$ cat config.mk
export PLATFORM = sky130hd
export DESIGN_NAME = time_set_buttons
export DESIGN_NICKNAME = d
export VERILOG_FILES = /design/src/rtl/time_set_buttons.sv
export SDC_FILE = /design/constraint.sdc
export NUM_CORES = 1
export LEC_CHECK = 0
export ABC_AREA = 0
export BUFFER_PORTS_ARGS = -buffer_cell sky130_fd_sc_hd__buf_2
export CAP_MARGIN = 0
export CORE_AREA = 8 8 133 147
export DETAILED_ROUTE_END_ITERATION = 12
export DIE_AREA = 0 0 141 155
export GPL_TIMING_DRIVEN = 0
export SYNTH_ARGS = -nofsm -noshare
export SYNTH_HDL_FRONTEND = slang
export SYNTH_SLANG_ARGS = --single-unit
$ cat constraint.sdc
create_clock -name Clk_100M -period 7.4 [get_ports Clk_100M]
set_input_delay 1.48 -clock Clk_100M [delete_from_list [all_inputs] [get_ports Clk_100M]]
set_output_delay 1.48 -clock Clk_100M [all_outputs]
set_load 0.01 [all_outputs]
$ cat src/rtl/time_set_buttons.sv
// ---------------------------------------------------------------------------
// time_set_buttons
//
// Front-end for the time-keeping counter. It turns the raw Minutes and Hours
// push-buttons into clean one-cycle increment strobes, with auto-repeat while
// a button is held. The counter downstream only ever sees single-cycle
// strobes, and never sees both strobes in the same cycle.
//
// Processing chain, per button:
//   raw input -> 2-flop synchroniser -> debounce filter -> arming guard
//             -> IDLE/PRESSED/REPEAT FSM -> shared registered output stage
//
// Parameters:
//   DEBOUNCE_CYCLES : consecutive stable cycles needed to accept a new level
//   HOLD_CYCLES     : hold time after the first strobe before auto-repeat
//   REPEAT_CYCLES   : cycles between auto-repeat strobes (must be >= 4)
//
// Ports:
//   Clk_100M        in   system clock
//   Reset           in   asynchronous, active-high reset
//   Button_Minutes  in   raw minutes button, active-high, asynchronous
//   Button_Hours    in   raw hours button, active-high, asynchronous
//   Set_Enable      in   time-set mode slide switch, asynchronous
//   Set_Minutes     out  one-cycle minutes increment strobe
//   Set_Hours       out  one-cycle hours increment strobe
//   Repeat_Active   out  [1]=hours, [0]=minutes channel is auto-repeating
//
// Optional build macro:
//   TIME_SET_ACCEL_EN : when defined, each channel counts its auto-repeat
//                       strobes (4-bit, saturating); after 8 of them the
//                       repeat interval drops to REPEAT_CYCLES/4. When not
//                       defined the interval is always REPEAT_CYCLES and no
//                       repeat counter exists.
// ---------------------------------------------------------------------------
module time_set_buttons #(
    parameter int DEBOUNCE_CYCLES = 1000000,
    parameter int HOLD_CYCLES     = 50000000,
    parameter int REPEAT_CYCLES   = 20000000
) (
    input  logic       Clk_100M,
    input  logic       Reset,
    input  logic       Button_Minutes,
    input  logic       Button_Hours,
    input  logic       Set_Enable,
    output logic       Set_Minutes,
    output logic       Set_Hours,
    output logic [1:0] Repeat_Active
);

    // Channel index 0 is minutes, channel index 1 is hours throughout.
    localparam int NUM_CH    = 2;
    localparam int TIMER_MAX = (HOLD_CYCLES > REPEAT_CYCLES) ? HOLD_CYCLES : REPEAT_CYCLES;
    localparam int TW        = $clog2(TIMER_MAX) + 1;
    localparam int DW        = $clog2(DEBOUNCE_CYCLES) + 1;

    localparam logic [DW-1:0] DEB_LAST    = DW'(DEBOUNCE_CYCLES - 1);
    localparam logic [TW-1:0] HOLD_LAST   = TW'(HOLD_CYCLES - 1);
    localparam logic [TW-1:0] REPEAT_LAST = TW'(REPEAT_CYCLES - 1);
`ifdef TIME_SET_ACCEL_EN
    localparam logic [TW-1:0] FAST_LAST   = TW'((REPEAT_CYCLES / 4) - 1);
    localparam logic [3:0]    ACCEL_AFTER = 4'd8;
`endif

    typedef enum logic [1:0] {
        ST_IDLE    = 2'd0,
        ST_PRESSED = 2'd1,
        ST_REPEAT  = 2'd2
    } chanState_t;

    // Synchroniser stages, bit order {enable, hours, minutes}.
    logic [2:0]    r_sync1;
    logic [2:0]    r_sync2;
    logic [2:0]    w_rawIn;
    logic [1:0]    w_btnSync;
    logic          w_enSync;

    // Debounce state.
    logic [DW-1:0] r_debCnt [NUM_CH];
    logic [1:0]    r_stable;

    // Arming guard.
    logic [1:0]    r_armed;

    // Channel FSMs and their timers.
    chanState_t    r_state      [NUM_CH];
    chanState_t    w_nextState  [NUM_CH];
    logic [TW-1:0] r_timer      [NUM_CH];
    logic [TW-1:0] w_nextTimer  [NUM_CH];
    logic [TW-1:0] w_repeatLast [NUM_CH];
    logic [1:0]    w_req;

`ifdef TIME_SET_ACCEL_EN
    logic [3:0]    r_repCount     [NUM_CH];
    logic [3:0]    w_nextRepCount [NUM_CH];
`endif

    // Output stage.
    logic          r_setMinutes;
    logic          r_setHours;
    logic          r_pending;
    logic [1:0]    r_repeatActive;
    logic          w_minWant;

    assign w_rawIn   = {Set_Enable, Button_Hours, Button_Minutes};
    assign w_btnSync = r_sync2[1:0];
    assign w_enSync  = r_sync2[2];

    // Two-flop synchronisers for all three asynchronous inputs. Nothing
    // downstream looks at the raw pins.
    always_ff @(posedge Clk_100M or posedge Reset) begin
        if (Reset) begin
            r_sync1 <= '0;
            r_sync2 <= '0;
        end else begin
            r_sync1 <= w_rawIn;
            r_sync2 <= r_sync1;
        end
    end

    // Debounce filter. The counter only runs while the synchronised level
    // disagrees with the accepted level, and any agreement restarts it, so a
    // disagreement has to persist for DEBOUNCE_CYCLES consecutive cycles
    // before the accepted level flips.
    always_ff @(posedge Clk_100M or posedge Reset) begin
        if (Reset) begin
            for (int i = 0; i < NUM_CH; i++) begin
                r_debCnt[i] <= '0;
            end
            r_stable <= '0;
        end else begin
            for (int i = 0; i < NUM_CH; i++) begin
                if (w_btnSync[i] == r_stable[i]) begin
                    r_debCnt[i] <= '0;
                end else if (r_debCnt[i] == DEB_LAST) begin
                    r_stable[i] <= w_btnSync[i];
                    r_debCnt[i] <= '0;
                end else begin
                    r_debCnt[i] <= r_debCnt[i] + 1'b1;
                end
            end
        end
    end

    // Arming guard. A channel may only fire after the button has genuinely
    // been seen released while set mode is on. The synchronised level is
    // required to be 0 as well as the accepted level, because the accepted
    // level starts at 0 out of reset and would otherwise arm a button that
    // is being held through reset release. The enable and button
    // synchronisers fill on the same edge, so the first enabled cycle
    // already sees the real button level. Dropping set mode disarms, which
    // forces a release and re-press after set mode is turned back on.
    always_ff @(posedge Clk_100M or posedge Reset) begin
        if (Reset) begin
            r_armed <= '0;
        end else begin
            for (int i = 0; i < NUM_CH; i++) begin
                if (!w_enSync) begin
                    r_armed[i] <= 1'b0;
                end else if (!r_stable[i] && !w_btnSync[i]) begin
                    r_armed[i] <= 1'b1;
                end
            end
        end
    end

    // Terminal count for the auto-repeat interval. With acceleration the
    // interval shortens once enough repeat strobes have been issued.
    always_comb begin
        for (int i = 0; i < NUM_CH; i++) begin
            w_repeatLast[i] = REPEAT_LAST;
`ifdef TIME_SET_ACCEL_EN
            if (r_repCount[i] >= ACCEL_AFTER) begin
                w_repeatLast[i] = FAST_LAST;
            end
`endif
        end
    end

    // Channel FSM state, timer and (optional) repeat counter registers.
    always_ff @(posedge Clk_100M or posedge Reset) begin
        if (Reset) begin
            for (int i = 0; i < NUM_CH; i++) begin
                r_state[i] <= ST_IDLE;
                r_timer[i] <= '0;
`ifdef TIME_SET_ACCEL_EN
                r_repCount[i] <= '0;
`endif
            end
        end else begin
            for (int i = 0; i < NUM_CH; i++) begin
                r_state[i] <= w_nextState[i];
                r_timer[i] <= w_nextTimer[i];
`ifdef TIME_SET_ACCEL_EN
                r_repCount[i] <= w_nextRepCount[i];
`endif
            end
        end
    end

    // Channel FSM next-state logic. A request is raised on the first press
    // (IDLE->PRESSED), when the hold time expires (PRESSED->REPEAT) and at
    // every repeat interval in REPEAT. The timer is cleared on every request
    // and on every return to IDLE, so it never needs to saturate. With set
    // mode off everything is parked in IDLE and no request is raised.
    always_comb begin
        w_nextState = r_state;
        w_nextTimer = r_timer;
        w_req       = '0;
`ifdef TIME_SET_ACCEL_EN
        w_nextRepCount = r_repCount;
`endif
        for (int i = 0; i < NUM_CH; i++) begin
            if (!w_enSync) begin
                w_nextState[i] = ST_IDLE;
                w_nextTimer[i] = '0;
`ifdef TIME_SET_ACCEL_EN
                w_nextRepCount[i] = '0;
`endif
            end else begin
                case (r_state[i])
                    ST_IDLE: begin
                        w_nextTimer[i] = '0;
`ifdef TIME_SET_ACCEL_EN
                        w_nextRepCount[i] = '0;
`endif
                        if (r_stable[i] && r_armed[i]) begin
                            w_req[i]       = 1'b1;
                            w_nextState[i] = ST_PRESSED;
                        end
                    end
                    ST_PRESSED: begin
                        if (!r_stable[i]) begin
                            w_nextState[i] = ST_IDLE;
                            w_nextTimer[i] = '0;
                        end else if (r_timer[i] == HOLD_LAST) begin
                            w_req[i]       = 1'b1;
                            w_nextTimer[i] = '0;
                            w_nextState[i] = ST_REPEAT;
                        end else begin
                            w_nextTimer[i] = r_timer[i] + 1'b1;
                        end
                    end
                    ST_REPEAT: begin
                        if (!r_stable[i]) begin
                            w_nextState[i] = ST_IDLE;
                            w_nextTimer[i] = '0;
`ifdef TIME_SET_ACCEL_EN
                            w_nextRepCount[i] = '0;
`endif
                        end else if (r_timer[i] == w_repeatLast[i]) begin
                            w_req[i]       = 1'b1;
                            w_nextTimer[i] = '0;
`ifdef TIME_SET_ACCEL_EN
                            if (r_repCount[i] != 4'hF) begin
                                w_nextRepCount[i] = r_repCount[i] + 1'b1;
                            end
`endif
                        end else begin
                            w_nextTimer[i] = r_timer[i] + 1'b1;
                        end
                    end
                    default: begin
                        w_nextState[i] = ST_IDLE;
                        w_nextTimer[i] = '0;
                    end
                endcase
            end
        end
    end

    // A minutes strobe is wanted for a fresh minutes request or a deferred
    // one. Both collapse into a single strobe when they coincide. A deferred
    // request is dropped as soon as set mode is switched off.
    assign w_minWant = w_req[0] | (r_pending & w_enSync);

    // Registered output stage. Hours has priority on a collision; the
    // minutes strobe is deferred by exactly one cycle through r_pending, so
    // the two strobes are never high together. Repeat_Active mirrors the
    // registered FSM state one cycle later.
    always_ff @(posedge Clk_100M or posedge Reset) begin
        if (Reset) begin
            r_setMinutes   <= 1'b0;
            r_setHours     <= 1'b0;
            r_pending      <= 1'b0;
            r_repeatActive <= '0;
        end else begin
            if (w_req[1]) begin
                r_setHours   <= 1'b1;
                r_setMinutes <= 1'b0;
                r_pending    <= w_minWant;
            end else begin
                r_setHours   <= 1'b0;
                r_setMinutes <= w_minWant;
                r_pending    <= 1'b0;
            end
            for (int i = 0; i < NUM_CH; i++) begin
                r_repeatActive[i] <= (r_state[i] == ST_REPEAT);
            end
        end
    end

    assign Set_Minutes   = r_setMinutes;
    assign Set_Hours     = r_setHours;
    assign Repeat_Active = r_repeatActive;

endmodule

==> results.md, run 1 <==
- Status: finished, final reports clean
- Critical Path Max Stage Delay: 0.35 ns
- WHS Path Cells: 0
- Family with the most delay on the worst path: flip-flops
- Fmax: around 420 MHz
- DR iter-0 viols: between 200 and 250
- Core Region: about 17000 um2
- Reg2Reg Launch Point: r_timer[27]
- VDD IR-drop max: between 150 and 200 uV
- Data required time at the worst endpoint: just under 6 ns
- Endpoints failing setup: 0
- Max-slew violations: 0
- First-pass GRT wire length: approximately 20000 um
- EDFF count, synth: 0
- Ratio of cells with drive above 1 in the final layout: around 11%
- Fin Setup TNS: 0 ns
- Setup Skew: 0.00729 ns
- RD Place Congestion: 0.800
- Total track usage: 11.3%
- TritonCTS Buffers: 17
- Syn Area/Cell: slightly above 10 um2
- Synth async-reset ratio: 100%
- Post-synthesis net count: 602
- Worst r2r path cells: 8
- Worst-Margin Slew: 0.750 ns
- Cells along the critical path: buf_2
- Leak: 2.87 nW
- Max cap viols: 0
- Placed inst area: 6240 um2
- Vias in the first global route: about 4400
- Syn-to-layout area delta: 15.9%
- Final Core Density: between 30% and 40%
- Inst Count DP: just over 800
- Yosys Warn Count: 0
- Starting Density: roughly a third
- Fillers: 1672
- Die extent in y: 155 um
- CTS-repair resized insts: 0
- Worst setup EP type: output port
- Vias: 4245
- Clock transition at path regs: 0.05 ns
- Most common cell after layout, fill and taps aside: nor2_1
- Final Cell Area: 6810 um2
- CTS max path bufs: 2
- Period utilization: 32.2%
- Final Critical Period: between 2 and 2.5 ns
- Post-DRT Antenna Nets: 0
- CP startpoint kind: flop
- Port bufs: 8
- Register area share after synthesis: 49.0%
- Synth Instances: between 500 and 600
- Arrival @ worst endpoint: 0.90 ns
- Sw Pwr: 0.000299 W
- Slew headroom: 49.5%
- Top_reg_cell synth: dfrtp_1
- Gr ovfl total: 0
- Final Hold Fails: 0
- Clock Latency Late Sink: about 0.42 ns
- Router iterations before antenna repair: 4
- CTS Sinks: 115
- Slowest CP cell: dfrtp_1
- P_int: 0.00115 W
- HP Class: flop to flop
- DRC: 0
- RSZ-0062 raised after global routing: no
- Distinct cells, synth: 47
- Seq cells post-synth: 115
- Comb power frac: 2.0%
- Rows: 51
- Largest net degree at the start of global routing: around 90
- H-Tree Depth: 4
- Sw frac: 20.7%
- # diodes: 0
- Final HPWL DP: 7750 um
- Worst hold path startpoint: r_sync1[2]
- Initial antenna violation count: 0
- CTS tree: done
- Ranking of synthesized cells by area: dfrtp_1 (49%), xor2_1 (8.1%), nor2_1 (7.8%)
- Average wire per standard cell: 13.2 um
- Post-route setup slack: 5.02 ns
- Die area: 21900 um2
- Clock Power Share: 53.8%
- Maximum fanout along the worst path: 1
- Hold Buf Count CTS: 0
- Cell taking the most area after synthesis: dfrtp_1
- WS Path Type: flop to output port
- Worst Path Buf+Inv: 1
- Dpl ws: 5.21 ns
- Post-synth top area share: 49.0%
- PwrDens: 213 nW/um2
- Nets: 630
- Routed wire length: roughly 11000 um
- Ports: 9
- Worst Hold Path EP: r_sync2[2]
- Die Width: 141 um
- CTS root buf: clkbuf_16
- Post-Syn Area: 5870 um2
- Commonest cells after routing, fill and taps aside: nor2_1 (122), dfrtp_1 (115), xor2_1 (54)
- Post-CTS setup buffers: 0
- Finished Layout Cells: ~860
- R2r endpoint: r_timer[47]
- Vias per inst: 4.94
- Seq pwr share: 44.2%
- R2r setup slk: 5.31 ns
## state kept, by name (all words and copies together) (netlist names)
signal	count
Repeat_Active	2
r_state	4
r_pending	1
r_sync1	3
Set_Hours	1
Set_Minutes	1
r_timer	54
r_sync2	3
r_stable	2
r_armed	2
r_debCnt	42
## worst max-delay path by stage
stage,to,start,cells after the start
2_1_floorplan,Repeat_Active[0],Reset,1
6_report,Set_Minutes,Set_Minutes,1
3_3_place_gp,r_timer[39],Reset,2
5_1_grt,Repeat_Active[1],Repeat_Active[1],1
4_1_cts,Set_Minutes,Set_Minutes,1
3_5_place_dp,r_timer[39],Reset,3
## logic make-up (layout without fill, tap and decap cells)
logic type                 count (synthesis)  after routing  share of synthesized area [%]
AOI/OAI and AO/OA                         23             23                           3.26
xor gates and xnor gates                  87             87                           13.0
adders and majority gates                 14             14                           2.98
buffers and inverters                     40             78                           4.22
DFF                                      115            115                           49.0
muxes                                      2              2                          0.341
and+or+nand+nor                          302            302                           27.2
## power by group through the flow
stage	clock, W	combinational, W	sequential, W
6_report	0.000779	0.0000292	0.000640
5_1_grt	0.000824	0.0000348	0.000640
4_1_cts	0.000798	0.0000307	0.000639
3_5_place_dp	0	0.0000306	0.000650
3_3_place_gp	0	0.0000277	0.000650
2_1_floorplan	0	0.0000207	0.000649
## area by class of cell
cell class              instances  area [um2]  area share (%)
flip-flops and latches        115        2880            42.3
multi-input cells             428        2750            40.4
clock buffers                  24         512            7.52
well taps                     238         298            4.38
plain buffers                  17         161            2.37
inverters                      23        91.3            1.34
repair buffers                  9        67.6           0.993
clock inverters                 5        50.0           0.735
## synth_stat cells (3+ instances only)
library cell  count
ha_1             14
nor4_1           13
nor4_4            4
nand3_1          31
xnor2_1          33
and4_1           13
buf_2             4
nor2_1          122
xor2_1           54
dfrtp_1         115
clkbuf_1          3
a21oi_1           4
and2_1            6
nand4_1          34
buf_6             8
inv_1            23
nor3_1           10
nor4b_1           4
a21o_1            3
nand2_1          34
and3_1           15
## through the flow
stage          total power, W  hold WS, ns
6_report              0.00145        0.342
5_1_grt               0.00150        0.348
4_1_cts               0.00147        0.345
3_5_place_dp         0.000681        0.335
3_3_place_gp         0.000678        0.332
2_1_floorplan        0.000669        0.331
## layer usage
layer / GRT usage, % / part of all wire (%) / vias up
met3: 3.00 / 3.1 / 14
li1: - / - / 2059
met4: 5.07 / 1.6 / 0
met2: 18.6 / 48 / 67
met1: 13.5 / 47 / 2105
met5: 0 / 0 / -
(Power assumes the default switching activity.)
==> run 2: changes to the inputs <==
- ABC_AREA: 0 -> 1
- CORE_AREA: 8 8 133 147 -> 8 8 137 152
- DIE_AREA: 0 0 141 155 -> 0 0 145 160
- clock period: 7.4 -> 1.97 ns (I/O delays scaled with it)
==> run 2 against run 1 <==
Effect of this change:
- wire length rose by 14%
- global-route usage rose by 0.65 points
- synthesized area rose by 6.8%
- sequential share of layout area fell by 2.9 points
- register-to-register slack got worse by 5.2 ns
- largest power group unchanged
- count of clock-buffer cells in the layout fell by 2
- synthesized cell count rose by 36%
- flip-flop and latch count did not move
- worst hold slack got worse by 0.32 ns
- die area rose by 6.2%
- critical endpoint is now r_timer[29]
- worst setup slack got worse by 4.9 ns
- total power rose to 4.0 times the previous value
- critical path type is now flop to flop
==> results.md, run 2 <==
- CTS max path bufs: 2 (unchanged)
- Port bufs: 8 (unchanged)
- First-pass GRT wire length: 22800 um (+13%)
- Ports: 9 (unchanged)
- R2r endpoint: r_timer[29]
- Post-synth top area share: 45.9% (-3.1 points)
- WS Path Type: flop to flop
- Post-DRT Antenna Nets: 0 (unchanged)
- Final Critical Period: around 1.8 ns
- Reg with most FFs: r_timer
- PwrDens: 799 nW/um2 (+280%)
- Ratio of cells with drive above 1 in the final layout: 9.63% (-1.3 points)
- Core Region: 18200 um2 (+5.0%)
- Family with the most delay on the worst path: simple AND/OR/NAND/NOR gates
- Status: finished, final reports clean
- Largest family of logic cells by synthesized area: simple AND/OR/NAND/NOR gates
- Dpl ws: -0.0679 ns (-5.28 ns)
- Average wire per standard cell: 12.1 um (-8.7%)
- Post-Syn Area: 6280 um2 (+6.8%)
- Distinct cells, synth: 35 (-26%)
- Most frequent CP cell: nand2_1
- Critical Path Max Stage Delay: 0.40 ns (+0.05 ns)
- DR iter-0 viols: 307 (+33%)
- Synth async-reset ratio: 100% (unchanged)
- Commonest cells after routing, fill and taps aside: nor2_1 (151), nand2_1 (140), dfrtp_1 (114)
- Post-synthesis net count: 810 (+35%)
- Clock Latency Late Sink: 0.42 ns (about the same)
- Slew headroom: 64.3% (+15 points)
- Nets: 841 (+33%)
- Largest net degree at the start of global routing: 42 (-54%)
- Clock transition at path regs: 0.05 ns (about the same)
- Worst setup EP type: flop
- Maximum fanout along the worst path: 10 (+9)
- Worst Path Buf+Inv: 1 (unchanged)
- XOR/XNOR Fraction of Synth Area: 8.37% (-4.6 points)
- Period utilization: between 90% and 100%
- Top_reg_cell synth: dfrtp_1
- Rows: 52 (+2.0%)
- Syn Area/Cell: 7.93 um2 (-21%)
- Register area share after synthesis: 45.9% (-3.1 points)
- Gr ovfl total: 0 (unchanged)
- Initial antenna violation count: 0 (unchanged)
- Total Power: 0.00584 W (+300%)
- Critical path startpoint: r_timer[27]
- Worst-Margin Slew: 0.535 ns (-0.215 ns)
- CTS Sinks: 115 (unchanged)
- Final HPWL DP: 9350 um (+21%)
- Compound-Gate Fraction of Synth Area: 3.23% (-0.029 points)
- TritonCTS Buffers: 17 (unchanged)
- Yosys Warn Count: 0 (unchanged)
- R2r setup slk: 0.16 ns (-5.15 ns)
- Leak: 3.14 nW (+9.6%)
- CTS tree: done
- Die Width: 145 um (+2.8%)
- Worst r2r path cells: 11 (+3)
- Post-route setup slack: 0.159 ns (-4.86 ns)
- Endpoints failing setup: 0 (unchanged)
- Ranking of synthesized cells by area: dfrtp_1 (46%), nor2_1 (9.0%), nand2_1 (8.4%)
- Router iterations before antenna repair: 4 (unchanged)
- Final Hold Fails: 0 (unchanged)
- DRC: 0 (unchanged)
- Synth Instances: 791 (+36%)
- Vias per inst: 4.67 (-5.5%)
- CTS root buf: clkbuf_16
- VDD IR-drop max: 481 uV (+220%)
- Hold Buf Count CTS: 0 (unchanged)
- Seq cells post-synth: 115 (unchanged)
- Slowest CP cell: dfrtp_1
- Total track usage: 11.9% (+0.65 points)
- HP Class: input pin to async pin
- Simple-Gate Fraction of Synth Area: 32.0% (+4.8 points)
- Max-slew violations: 0 (unchanged)
- CP startpoint kind: flop
- Reg2Reg Launch Point: r_timer[27]
- H-Tree Depth: 4 (unchanged)
- Largest register FFs: 54 (unchanged)
- Adder-Cell Fraction of Synth Area: 2.79% (-0.19 points)
- Cell taking the most area after synthesis: dfrtp_1
- Max cap viols: 0 (unchanged)
- Setup Skew: 0.00992 ns (+0.00263 ns)
- Most frequent cell after synthesis: nor2_1
- Die extent in y: 160 um (+3.2%)
- Vias: 5015 (+18%)
- Worst hold margin: 0.0191 ns (-0.322 ns)
- Die area: 23200 um2 (+6.2%)
- Mux contribution to synthesized area: 0% (-0.34 points)
- # diodes: 0 (unchanged)
- Cells along the critical path: ha_1 -> nand2_1 -> nor2_4 -> nand2_2 -> nor2_1 -> nand2_1 -> nand2_1 -> a21oi_2 -> nand3_4 -> buf_6 -> nor2_1
- RD Place Congestion: 0.880 (+9.9%)
- Starting Density: 34.6% (+0.60 points)
- Routed wire length: 12900 um (+14%)
- Fmax: 552 MHz
- EDFF count, synth: 0 (unchanged)
- Largest registers: r_timer: 54 flops, r_debCnt: 42 flops, r_state: 4 flops
- RSZ-0062 raised after global routing: no
- Vias in the first global route: 5014 (+14%)
- Data required time at the worst endpoint: 2.31 ns (-3.61 ns)
- Arrival @ worst endpoint: 2.15 ns (+1.25 ns)
- Most common cell after layout, fill and taps aside: nor2_1
- Syn-to-layout area delta: 16.4%
- Synth cell count leaders: nor2_1 (151), nand2_1 (141), dfrtp_1 (115)
run 2: cell type report:
cell class / count / area, um2
fillers: 1803 / 10800
multi-input cells: 554 / 2960
flip-flops and latches: 115 / 2880
clock buffers: 22 / 484
inverters: 114 / 432
well taps: 243 / 304
repair buffers: 12 / 108
clock inverters: 6 / 80.1
plain buffers: 8 / 58.8
run 2: where the power goes:
part	internal [W]	total, W	switching (W)	leakage [nW]
combinational	0.000138	0.000403	0.000265	1.28
clock	0.00195	0.00295	0.00100	0.283
sequential	0.00243	0.00249	0.0000513	1.58
run 2: repair_timing:
item / in CTS / in global routing
pin swaps: 0 / 1
setup endpoints to repair: 10 / 35
resized for setup: 2 / 9
setup buffers: 0 / 1
cloned: 0 / 0
run 2: worst min-delay path, stage by stage:
cell and delay, ns:
buf_2 0.11, clkinvlp_4 0.07, buf_12 0.22
run 2: kinds of logic (layout without fill, tap and decap cells):
| logic type | count (synthesis) | count (layout) |
|---|---|---|
| AND/OR/NAND/NOR | 444 | 444 |
| buffers and inverters | 122 | 162 |
| adder cells (fa/ha/maj) | 14 | 14 |
| AO/OA/AOI/OAI | 36 | 36 |
| flip-flops | 115 | 115 |
| XOR/XNOR | 60 | 60 |
run 2: per-layer routing:
metal	GRT usage, %	vias to the layer above	routed length, um
met5	0	-	0
met4	5.79	0	332
met3	3.25	28	462
met2	19.3	92	6190
met1	14.3	2332	5960
li1	-	2563	-
run 2: worst max path at each step:
| stage | to | slack (ns) | cells past startpoint |
|---|---|---|---|
| after floorplan | Repeat_Active[0] | 0.18 | 1 |
| after detailed placement | r_debCnt[16] | -0.07 | 9 |
| final | r_timer[29] | 0.16 | 11 |
| after global placement | r_timer[22] | -0.70 | 2 |
| after global routing | r_timer[20] | 0.01 | 10 |
| after CTS | r_timer[41] | 0.07 | 11 |
run 2: through the flow:
step,utilization (%),cells,instance area (um2),setup TNS [ns]
detailed placement,36.8,1045,6680,-0.579
global route,40.3,1074,7310,0
global placement,36.5,1042,6620,-80.22
finish,40.3,1074,7310,0
floorplan,-,791,6280,0
CTS,40.0,1073,7260,0
==> run 3: changes to the inputs <==
--- a/config.mk
+++ b/config.mk
@@ -13,4 +13,6 @@
 export DIE_AREA = 0 0 145 160
 export GPL_TIMING_DRIVEN = 0
+export PLACE_DENSITY = 0.6
+export RECOVER_POWER = 50
 export SYNTH_ARGS = -nofsm -noshare
 export SYNTH_HDL_FRONTEND = slang
==> constraint.sdc (replaced) <==
create_clock -name Clk_100M -period 1.97 [get_ports Clk_100M]
set_input_delay 0.394 -clock Clk_100M [delete_from_list [all_inputs] [get_ports Clk_100M]]
set_output_delay 0.394 -clock Clk_100M [all_outputs]
set_load 0.005 [all_outputs]
==> run 3 against run 2 <==
Effect of this change:
- die area is the same
- clock power is essentially flat
- utilization shrank 0.23 points
- critical path depth is the same
- register-to-register slack is essentially flat
- clock skew is essentially flat
- final cell count is the same
- critical path type unchanged
- highest routed layer unchanged
==> results.md, run 3 (synthesized netlist as in run 2, its figures left out) <==
- First-pass GRT wire length: 22800 um (unchanged)
- Max cap viols: 0 (unchanged)
- Vias per inst: 4.68 (+0.18%)
- CP startpoint kind: flop
- WHS Path Cells: 1
- TritonCTS Buffers: 17 (unchanged)
- Data required time at the worst endpoint: 2.31 ns (about the same)
- DR iter-0 viols: 326 (+6.2%)
- Rows: 52 (unchanged)
- Starting Density: 34.6% (unchanged)
- Status: finished, final reports clean
- # diodes: 0 (unchanged)
- Average wire per standard cell: 12.1 um (about the same)
- VDD IR-drop max: 481 uV (about the same)
- CTS tree: done
- Leak: 3.13 nW (-0.56%)
- Final HPWL DP: 9350 um (unchanged)
- Largest net degree at the start of global routing: 42 (unchanged)
- Worst hold path startpoint: Button_Hours
- Die extent in y: 160 um (unchanged)
- Worst r2r path cells: 11 (unchanged)
- R2r setup slk: 0.16 ns (about the same)
- HP Class: input pin to flop
- DRC: 0 (unchanged)
- Routed wire length: 13000 um (about the same)
- Ratio of cells with drive above 1 in the final layout: 9.51% (-0.12 points)
- Post-DRT Antenna Nets: 0 (unchanged)
- Commonest cells after routing, fill and taps aside: nor2_1 (151), nand2_1 (140), dfrtp_1 (114)
- WS Path Type: flop to flop
- PwrDens: 801 nW/um2 (+0.27%)
- Period utilization: 91.9% (about the same)
- Maximum fanout along the worst path: 10 (unchanged)
- Family with the most delay on the worst path: simple AND/OR/NAND/NOR gates
- Die Width: 145 um (unchanged)
- Worst setup EP type: flop
- Clock transition at path regs: 0.05 ns (about the same)
- Cells along the critical path: ha_1 -> nand2_1 -> nor2_4 -> nand2_2 -> nor2_1 -> nand2_1 -> nand2_1 -> a21oi_2 -> nand3_4 -> buf_6 -> nor2_1
- Initial antenna violation count: 0 (unchanged)
- Endpoints failing setup: 0 (unchanged)
- Reg with most FFs: r_timer
- Most common cell after layout, fill and taps aside: nor2_1
- H-Tree Depth: 4 (unchanged)
- Slew headroom: 38.0% (-26 points)
- Syn-to-layout area delta: 15.8%
- Max-slew violations: 0 (unchanged)
- Largest registers: r_timer: 54 flops, r_debCnt: 42 flops, r_state: 4 flops
- Port bufs: 8 (unchanged)
- R2r endpoint: r_timer[29]
- Finished Layout Cells: 1074 (unchanged)
- Nets: 841 (unchanged)
- Arrival @ worst endpoint: 2.15 ns (about the same)
- Largest register FFs: 54 (unchanged)
- Clock Latency Late Sink: 0.42 ns (about the same)
- Total Power: 0.00582 W (-0.30%)
- RD Place Congestion: 0.880 (unchanged)
- Vias in the first global route: 5014 (unchanged)
- Die area: 23200 um2 (unchanged)
- RSZ-0062 raised after global routing: no
- Total track usage: 11.9% (unchanged)
- Post-route setup slack: 0.159 ns (-0.0000370 ns)
- Dpl ws: -0.0679 ns (unchanged)
- Most frequent CP cell: nand2_1
- Worst hold margin: 0.0811 ns (+0.0620 ns)
- Gr ovfl total: 0 (unchanged)
- Worst-Margin Slew: 0.929 ns (+0.394 ns)
- Inst Count DP: 1045 (unchanged)
- Fmax: 552 MHz (about the same)
- Ports: 9 (unchanged)
- CTS root buf: clkbuf_16
- CTS Sinks: 115 (unchanged)
- Core Region: 18200 um2 (unchanged)
- Final Critical Period: 1.81 ns (+0.0000370 ns)
- Setup Skew: 0.00985 ns (-0.0000716 ns)
- Worst Path Buf+Inv: 1 (unchanged)
- Critical Path Max Stage Delay: 0.40 ns (about the same)
- Worst Hold Path EP: r_sync1[1]
- Vias: 5024 (+0.18%)
- Router iterations before antenna repair: 4 (unchanged)
- Final Cell Area: 7270 um2 (-0.57%)
- Slowest CP cell: dfrtp_1
- Reg2Reg Launch Point: r_timer[27]
- Placed inst area: 6680 um2 (unchanged)
- CTS max path bufs: 2 (unchanged)
- Final Hold Fails: 0 (unchanged)
run 3: layer usage:
layer | track usage, % | vias up | share of wire, %
met5 | 0 | - | 0
met4 | 5.79 | 0 | 2.4
met3 | 3.25 | 26 | 3.8
met2 | 19.3 | 101 | 48
met1 | 14.3 | 2333 | 46
li1 | - | 2564 | -
run 3: repair_timing:
item,CTS,global route
resized for setup,2,9
buffers inserted,0,1
hold buffers,0,0
pin swaps,0,1
endpoints found under the setup margin,10,35
run 3: layout make-up:
class,count,area [um2]
fillers,1810,10900
multi-input cells,554,2960
flip-flops and latches,115,2880
clock buffers,22,484
inverters,114,432
well taps,243,304
clock inverters,6,80.1
repair buffers,12,66.3
plain buffers,8,58.8
run 3: power breakdown:
part           total, W  switching (W)  internal [W]
clock           0.00295        0.00100       0.00195
sequential      0.00249      0.0000513       0.00243
combinational  0.000385       0.000258      0.000128
total           0.00582        0.00131       0.00451
run 3: through the flow:
step,util (%),TNS (ns)
6_report,40.0,0
5_1_grt,40.0,0
4_1_cts,40.0,0
3_5_place_dp,36.8,-0.579
3_3_place_gp,36.5,-80.22
2_1_floorplan,-,0
run 3: worst max path at each step:
| stage | depth (start not counted) | slack (ns) | to | from |
|---|---|---|---|---|
| floorplan | 1 | 0.18 | Repeat_Active[0] | Reset |
| global placement | 2 | -0.70 | r_timer[22] | Reset |
| detailed placement | 9 | -0.07 | r_debCnt[16] | r_debCnt[0] |
| CTS | 11 | 0.07 | r_timer[41] | r_timer[27] |
| global route | 10 | 0.01 | r_timer[20] | r_timer[0] |
| finish | 11 | 0.16 | r_timer[29] | r_timer[27] |
